$ cat src/rtl/range_pkg.sv
// Shared types and defaults for the range finder burst sequencer.
// Optional statistics are enabled by defining RANGE_SEQ_STATS_EN.
package range_pkg;

    typedef enum logic [1:0] {FILL, DROP, PLAY, GAP} seq_state_t;

    localparam int unsigned DEFAULT_WIDTH = 8;
    localparam int unsigned DEFAULT_DEPTH = 16;

endpackage

$ cat src/rtl/range_frame_buffer.sv
// DEPTH x WIDTH frame store: one synchronous write port, one combinational read port.
// Storage is intentionally unreset.
module range_frame_buffer #(
    parameter int unsigned WIDTH = 8,
    parameter int unsigned DEPTH = 16
) (
    input  logic                     clock,
    input  logic                     we,
    input  logic [$clog2(DEPTH)-1:0] waddr,
    input  logic [WIDTH-1:0]         wdata,
    input  logic [$clog2(DEPTH)-1:0] raddr,
    output logic [WIDTH-1:0]         rdata
);

    logic [WIDTH-1:0] mem [DEPTH];

    always_ff @(posedge clock) begin
        if (we) begin
            mem[waddr] <= wdata;
        end
    end

    always_comb begin
        rdata = mem[raddr];
    end

endmodule

$ cat src/rtl/range_burst_sequencer.sv
// Buffers one frame from a valid/ready/last stream and replays it as a gap-free go..finish burst,
// followed by one mandatory idle cycle. Define RANGE_SEQ_STATS_EN to add frame counters.
module range_burst_sequencer
    import range_pkg::*;
#(
    parameter int unsigned WIDTH = DEFAULT_WIDTH,
    parameter int unsigned DEPTH = DEFAULT_DEPTH
) (
    input  logic             clock,
    input  logic             reset,
    input  logic [WIDTH-1:0] in_data,
    input  logic             in_valid,
    input  logic             in_last,
    output logic             in_ready,
    output logic [WIDTH-1:0] data_out,
    output logic             go,
    output logic             finish,
    output logic             busy,
    output logic             overflow
`ifdef RANGE_SEQ_STATS_EN
    ,
    output logic [15:0]      frames_sent,
    output logic [15:0]      frames_dropped
`endif
);

    localparam int unsigned CW = $clog2(DEPTH + 1);
    localparam int unsigned AW = $clog2(DEPTH);
    localparam logic [CW-1:0] DEPTH_C = CW'(DEPTH);
    localparam logic [CW-1:0] ONE_C   = CW'(1);

    seq_state_t        state;
    logic [CW-1:0]     count;
    logic [CW-1:0]     len;
    logic [CW-1:0]     k;
    logic              beat;
    logic              we;
    logic [AW-1:0]     waddr;
    logic [AW-1:0]     raddr;
    logic [WIDTH-1:0]  rdata;

    range_frame_buffer #(
        .WIDTH (WIDTH),
        .DEPTH (DEPTH)
    ) u_buf (
        .clock (clock),
        .we    (we),
        .waddr (waddr),
        .wdata (in_data),
        .raddr (raddr),
        .rdata (rdata)
    );

    always_comb begin
        in_ready = !reset && (state == FILL || state == DROP);
        busy     = (state == PLAY) || (state == GAP);
        beat     = in_valid && in_ready;
        we       = beat && (state == FILL) && (count != DEPTH_C);
        waddr    = AW'(count);
        // Read index 0 outside PLAY so the first sample is ready when the last beat lands.
        raddr    = '0;
        if (state == PLAY && len != ONE_C && k < len) begin
            raddr = AW'(k);
        end
    end

    always_ff @(posedge clock or posedge reset) begin
        if (reset) begin
            state    <= FILL;
            count    <= '0;
            len      <= '0;
            k        <= '0;
            data_out <= '0;
            go       <= 1'b0;
            finish   <= 1'b0;
            overflow <= 1'b0;
        end else begin
            overflow <= 1'b0;
            case (state)
                FILL: begin
                    if (beat) begin
                        if (count == DEPTH_C) begin
                            overflow <= 1'b1;
                            count    <= '0;
                            state    <= in_last ? FILL : DROP;
                        end else begin
                            count <= count + ONE_C;
                            if (in_last) begin
                                state  <= PLAY;
                                len    <= count + ONE_C;
                                k      <= ONE_C;
                                go     <= 1'b1;
                                finish <= 1'b0;
                                // A one-sample frame is written on this same edge: bypass the store.
                                data_out <= (count == '0) ? in_data : rdata;
                            end
                        end
                    end
                end
                DROP: begin
                    if (beat && in_last) begin
                        state <= FILL;
                    end
                end
                PLAY: begin
                    go <= 1'b0;
                    if (finish) begin
                        finish <= 1'b0;
                        state  <= GAP;
                    end else begin
                        // Single-sample frames repeat mem[0] so go and finish land on separate cycles.
                        data_out <= rdata;
                        finish   <= (len == ONE_C) || (k == len - ONE_C);
                        k        <= k + ONE_C;
                    end
                end
                GAP: begin
                    state <= FILL;
                    count <= '0;
                end
                default: state <= FILL;
            endcase
        end
    end

`ifdef RANGE_SEQ_STATS_EN
    always_ff @(posedge clock or posedge reset) begin
        if (reset) begin
            frames_sent    <= '0;
            frames_dropped <= '0;
        end else begin
            if (state == PLAY && finish) begin
                frames_sent <= frames_sent + 16'd1;
            end
            if (state == FILL && beat && count == DEPTH_C) begin
                frames_dropped <= frames_dropped + 16'd1;
            end
        end
    end
`endif

endmodule

$ cat config.mk
export PLATFORM = sky130hd
export DESIGN_NAME = range_burst_sequencer
export DESIGN_NICKNAME = d
export VERILOG_FILES = /design/src/rtl/range_pkg.sv /design/src/rtl/range_frame_buffer.sv /design/src/rtl/range_burst_sequencer.sv
export SDC_FILE = /design/constraint.sdc
export NUM_CORES = 1
export LEC_CHECK = 0
export CORE_AREA = 4 4 148 150
export DETAILED_ROUTE_END_ITERATION = 16
export DIE_AREA = 0 0 152 154
export DONT_BUFFER_PORTS = 1
export GPL_ROUTABILITY_DRIVEN = 0
export SLEW_MARGIN = 20
export SYNTH_ARGS = -nofsm -noshare
export SYNTH_HDL_FRONTEND = slang
export SYNTH_SLANG_ARGS = --single-unit
$ cat constraint.sdc
create_clock -name clock -period 3.9 [get_ports clock]
set_clock_uncertainty 0.15 [all_clocks]
set_input_delay 0 -clock clock [delete_from_list [all_inputs] [get_ports clock]]
set_output_delay 0 -clock clock [all_outputs]
set_load 0.05 [all_outputs]
**Yosys cells after proc, flatten, opt, wreduce, memory -nomap -nowiden**

Memory sizes are Yosys's and may differ from the RTL's.
Index checks and enable logic that the tools add are counted.

- $lt $le $gt $ge: 1
- Reduce and logical (&&, ||, !) cells: 20
- Muxes and demuxes: 36
- Bitwise logic cells: 1
- Equality and inequality tests: 15
- Add/subtract/negate cells: 3

Operators by type and width:

| operator | number |
|---|---|
| 2-to-1 mux 8 bit | 5 |
| 2-to-1 mux 5 bit | 6 |
| one-hot mux 5 bit (2 select lines) | 2 |
| one-hot mux 8 bit (2 select lines) | 1 |
| 2-to-1 mux 1 bit | 13 |
| AND reduction 4 bit | 3 |
| adder 5 x 1 -> 5 bit (second input constant) | 2 |
| 2-to-1 mux 2 bit | 5 |
| inequality test 2 bit (second input constant) | 5 |
| one-hot mux 2 bit (4 select lines) | 1 |
| logical AND 1 bit | 7 |
| equality test 5 x 1 -> 1 bit (second input constant) | 1 |
| equality test 5 bit | 1 |
| equality test 5 bit (second input constant) | 1 |
| zero test 5 bit | 1 |
| less-than comparator 5 bit | 1 |
| inequality test 5 x 1 -> 1 bit (second input constant) | 1 |
| inequality test 5 bit (second input constant) | 1 |
| AND reduction 5 bit | 1 |
| subtractor 5 x 1 -> 5 bit (second input constant) | 1 |
| equality test 2 bit (second input constant) | 2 |
| 2-to-1 mux 4 bit | 1 |
| one-hot mux 1 bit (2 select lines) | 2 |
| nonzero test 2 bit | 2 |
| 8 further kinds | 10 |

- Bits in registers: 28
- Input bits: 12
- Memories: 1
- Memory bits (writable): 128
- Word-level logic and storage cells: 85

Memories:

| name | depth | width | read ports | clocked after Yosys merged registers in | write ports | RTL line | source |
|---|---|---|---|---|---|---|---|
| u_buf.mem | 16 | 8 | 1 | 0 | 1 | range_frame_buffer.sv:15 | `logic [WIDTH-1:0] mem [DEPTH];` |

**Longest topological paths before layout**

An unclocked memory read counts as a cell.

- Depth in word-level cells: 10
- Depth in mapped cells: 10

**Hierarchy**

A second synthesis with hierarchy kept.

- Cell total of the unflattened synthesis: 401
- Area total of the unflattened synthesis: 6722.7 µm²

By module, submodules not included:

| module | area each (µm²) | seq. area each (µm²) | instances | cells each |
|---|---|---|---|---|
| range_frame_buffer | 4987.3 | 3843.7 | 1 | 221 |
| range_burst_sequencer | 1735.4 | 700.7 | 1 | 180 |

**Worst setup path after synthesis**

No wires, ideal clock.

- Path type: register to register
- From: register k[0]
- To: register data_out[0]
- Path buffers: 3
- Data arrival time: 2463 ps
- Stages on the path, launching flop included: 11
- Data required time: 3614 ps
- Setup slack: 1151 ps
- Setup time: 136 ps
- Cells stage by stage: dfrtp_1 clkbuf_1 clkinv_1 clkbuf_1 ha_1 nor2b_1 o31a_1 clkbuf_1 o41ai_1 a2111oi_0 o31ai_1

- Longest elaborated chain between the ends: 9
- Elaborated cells on any way between the ends: 10
- Classes of those cells: order compare: 1; mux: 7; reduce/logical: 1; memory: 1

RTL lines:

| element | RTL line | source |
|---|---|---|
| start, declared | range_burst_sequencer.sv:35 | `logic [CW-1:0] k;` |
| start signal, assigned | range_burst_sequencer.sv:114 | `k <= k + ONE_C;` |
| less-than comparator 5 bit | range_burst_sequencer.sv:62 | `if (state == PLAY && len != ONE_C && k < len) begin` |
| logical AND 1 bit | range_burst_sequencer.sv:62 |  |
| 2-to-1 mux 4 bit * | range_burst_sequencer.sv:62 |  |
| memory read (16 x 8 bit) * | - |  |
| 2-to-1 mux 8 bit | range_burst_sequencer.sv:95 | `data_out <= (count == '0) ? in_data : rdata;` |
| 2-to-1 mux 8 bit | range_burst_sequencer.sv:88 | `if (in_last) begin` |
| 2-to-1 mux 8 bit | range_burst_sequencer.sv:82 | `if (count == DEPTH_C) begin` |
| 2-to-1 mux 8 bit | range_burst_sequencer.sv:81 | `if (beat) begin` |
| one-hot mux 8 bit (2 select lines) * | range_burst_sequencer.sv:79 | `case (state)` |
| end signal, assigned | range_burst_sequencer.sv:95 |  |
| end signal, assigned | range_burst_sequencer.sv:112 | `data_out <= rdata;` |
| end, declared | range_burst_sequencer.sv:15 | `output logic [WIDTH-1:0] data_out,` |

Mark *: on every way between the ends. The rest lies on a longest branch, timed or not. The select of a mux whose other input is x is not followed.
A chain may end at the register's enable or synchronous reset.

**Worst setup path in the final report**

- From: register state[1]
- To: register data_out[4]

- Longest elaborated chain between the ends: 10
- Elaborated cells on any way between the ends: 22
- Classes of those cells: eq/ne: 6; mux: 7; reduce/logical: 8; memory: 1

RTL lines:

| element | RTL line | source |
|---|---|---|
| start, declared | range_burst_sequencer.sv:32 | `seq_state_t state;` |
| start signal, assigned | range_burst_sequencer.sv:85 | `state <= in_last ? FILL : DROP;` |
| equality test 2 bit | range_burst_sequencer.sv:62, range_burst_sequencer.sv:79 |  |
| logical AND 1 bit (2 in series) | range_burst_sequencer.sv:62 |  |
| 2-to-1 mux 4 bit | range_burst_sequencer.sv:62 |  |
| memory read (16 x 8 bit) | - |  |
| 2-to-1 mux 8 bit | range_burst_sequencer.sv:95 |  |
| 2-to-1 mux 8 bit | range_burst_sequencer.sv:88 |  |
| 2-to-1 mux 8 bit | range_burst_sequencer.sv:82 |  |
| 2-to-1 mux 8 bit | range_burst_sequencer.sv:81 |  |
| one-hot mux 8 bit (2 select lines) | range_burst_sequencer.sv:79 |  |

Several ways; a longest one is shown, not always the timed one. The select of a mux whose other input is x is not followed.

==> flow_metrics.py <==
metrics = {
    "synthesis": {
        "synth-simple-area-share_pct": 10.76,
        "synth-xor-area-share_pct": 1.469,
        "ys_ff_latch": 156,
        "syn_inst": 531,
        "yosysWarnings": 0,
        "synth-seq-area-share_pct": 63.52,
        "synth_flop_cell": "edfxtp_1",
        "synth_area_leaders": "edfxtp_1 (54%), dfrtp_1 (9.8%), nand2_1 (3.1%)",
        "syn_nets": 555,
        "synth-edff-count": 128,
        "synthMuxAreaShare_pct": 6.016,
        "synth_async_sr_flop_share_pct": 17.95,
        "syn_area_um2": 7154,
        "yosysMostFrequentCell": "edfxtp_1",
        "yosys.area.top_type": "edfxtp_1",
        "ys_top_cells_by_count": "edfxtp_1 (128), nand2_1 (60), dfrtp_1 (28), nor2_1 (28), clkbuf_1 (23)",
        "synth-compound-area-share_pct": 12.64,
        "synth_top_family_by_area": "compound AO/OA/AOI/OAI gates",
        "syn_area_per_cell_um2": 13.47,
        "synth_top_area_share_pct": 53.73,
        "synth_fa_ha_area_share_pct": 2.099,
        "synth_cell_type_count": 60,
    },
    "timing": {
        "holdWs_ns": 0.01604,
        "clock.fmax_mhz": 315.6,
        "fin_crit_sh_pct": 81.24,
        "setup_viol": 0,
        "setup_tns_ns": 0,
        "relSlewSlack_pct": 35.39,
        "drv_slew": 0,
        "worstMarginPinSlew_ns": 0.9650,
        "fin_crit_ns": 3.168,
        "hold_viol_final": 0,
        "rsz0062_at_grt": "false",
    },
    "clock_tree": {
        "cts_tree": "yes",
        "clock_latency_ns": 0.42,
        "clk_path_buf_depth": 2,
        "cts_resized": 0,
        "holdBufCountCts": 11,
        "cts_buffers": 17,
        "h-tree-depth": 4,
        "cts_sinks": 156,
        "ctsRootBufferMaster": "clkbuf_16",
        "path_clk_slew_ns": 0.06,
        "post_cts_buffers": 0,
    },
    "routing": {
        "routedWlPerCell_um": 20.19,
        "drt_wl_total_um": 16760,
        "dr_total_vias": 4480,
        "firstDrtPassIters": 5,
        "drc": 0,
        "vias_per_cell": 5.398,
        "drt_iter0_drc": 373,
        "postRouteAntennaNets": 0,
    },
    "die": {
        "io_pins": 25,
        "core_um2": 20690,
        "start_util_pct": 34.58,
        "die_x_um": 152,
        "dieArea_um2": 23410,
        "num_rows": 53,
        "fp.dieH_um": 154,
    },
    "setup_path": {
        "worst-path-buf-inv": 0,
        "critPathArrivalTime_ns": 3.30,
        "crit_required_ns": 4.04,
        "cp_top_family": "compound AO/OA/AOI/OAI gates",
        "cpPeakStageDelay_ns": 0.76,
        "crit_type": "flop to flop",
        "end_kind": "flop",
        "crit_chain": "nand2b_1, or2_1, o31a_1, a2111oi_0, o31ai_1",
        "cp_max_fo": 26,
        "cp_slowest_cell": "dfrtp_1",
        "critPathLaunchType": "flop",
    },
    "grt": {
        "gr-total-overflow": 0,
        "grt_pass1_wl_um": 26110,
        "grt_pass1_vias": 4441,
        "grtUsageTotal_pct": 14.59,
        "grt_antenna_before_repair": 0,
        "grt_max_degree": 61,
    },
    "cells_and_area": {
        "n_antenna_cell": 0,
        "nets": 567,
        "finalNonFillerCells": 830,
        "n_fill_cell": 1945,
        "final_layout_size_suffix_gt1_share_pct": 14.05,
        "syn2layout_area_growth_pct": 14.66,
    },
    "outcome": {
        "status": "completed",
    },
    "placed_design": {
        "hpwl_um": 11190,
        "io_buffers": 0,
        "dp.cells": 788,
    },
    "power": {
        "p_comb_share_pct": 38.1,
        "switchingPower_w": 0.002634,
        "p_seq_share_pct": 35.7,
        "power_leakage_nw": 2.902,
        "power_w": 0.006613,
        "internal_power_w": 0.003979,
        "irDropWorstVdd_mv": 0.4359,
        "clkPwrFrac_pct": 26.1,
        "power.density_nw_per_um2": 806.2,
        "swShare_pct": 39.83,
    },
    "min_path": {
        "hp-class": "primary input to flop",
    },
    "flow_run": {
        "max_cap_viol_count": 0,
    },
}
[final timing paths]
kind	endpoint	slack (ns)	cells past startpoint	start
setup reg to reg	data_out[4]	0.73	5	state[1]
setup / recovery	data_out[4]	0.73	5	state[1]
max in group asynchronous	k[0]	3.22	3	reset
min in group asynchronous	overflow	0.05	3	reset
hold reg to reg	count[4]	0.39	1	count[4]
hold / removal	count[3]	0.02	3	in_valid
[registers in the layout (all words and copies together), names as in the netlist]
register and count:
count 5, data_out 8, finish 1, go 1, k 5, len 5
overflow 1, state 2, u_buf.mem 128
[cell families after synthesis]
kind of cell               count (synthesis)
DFF                                      156
adders and majority gates                 12
xor gates and xnor gates                  12
and+or+nand+nor                          150
AOI/OAI and AO/OA                        116
buffers and inverters                     53
muxes                                     32
[per-layer routing]
metal	track usage, %	routed length (um)	vias to the layer above
met3	3.068	893	34
li1	-	-	2074
met4	7.106	561	0
met1	18.99	7255	2226
met5	0	0	-
met2	23.31	8049	146
[power groups by stage]
stage	Clock, W	Sequential (W)	Combinational, W
after floorplan	0	0.00228	0.00202
after global placement	0	0.00239	0.00239
after detailed placement	0	0.00240	0.00246
after CTS	0.00176	0.00237	0.00251
after global routing	0.00183	0.00239	0.00275
final	0.00173	0.00236	0.00252
[tightest hold or removal path, stage by stage]
cell and delay [ns]:
nor4b_1 0.17, nand2_1 0.26, o31ai_1 0.12
[layout by cell type, fill, tap and decap left out, types with 4 or more instances in the layout]
master	count
a2111oi_0	7
a21oi_1	20
a2bb2oi_1	7
a31oi_1	10
and2_1	5
buf_4	17
bufinv_16	4
clkbuf_16	17
dfrtp_1	27
dlygate4sd3_1	11
edfxtp_1	128
ha_1	12
inv_1	16
mux2_2	8
mux2i_1	16
mux4_2	8
nand2_1	60
nand3_1	6
nand4_1	10
nor2_1	28
nor3_1	6
nor3b_1	4
nor4_1	8
nor4b_2	4
o211a_1	8
o21a_1	7
o21ai_0	11
o311ai_1	7
o31a_1	8
o31ai_1	9
o41ai_1	8
xnor2_1	7
xor2_1	5
[per-stage QoR]
| step | worst slack [ns] | utilization, % | instance area, um^2 |
|---|---|---|---|
| floorplan | 1.151 | - | 7154 |
| global placement | 0.7837 | 36.12 | 7472 |
| detailed placement | 0.6595 | 36.12 | 7472 |
| CTS | 0.6132 | 39.64 | 8202 |
| global route | 0.5220 | 39.65 | 8203 |
| finish | 0.7318 | 39.65 | 8203 |
[area by class of cell]
type | count | area (um^2) | share of cell area (%)
inverter | 18 | 67.56 | 0.8237
clock buffer | 18 | 429.2 | 5.232
timing repair buffer | 28 | 237.7 | 2.898
multi-input combinational | 322 | 2389 | 29.12
sequential | 156 | 4546 | 55.41
tap | 275 | 344.1 | 4.195
clock inverter | 13 | 190.2 | 2.318
No activity file was read; power rests on OpenSTA's default activity.
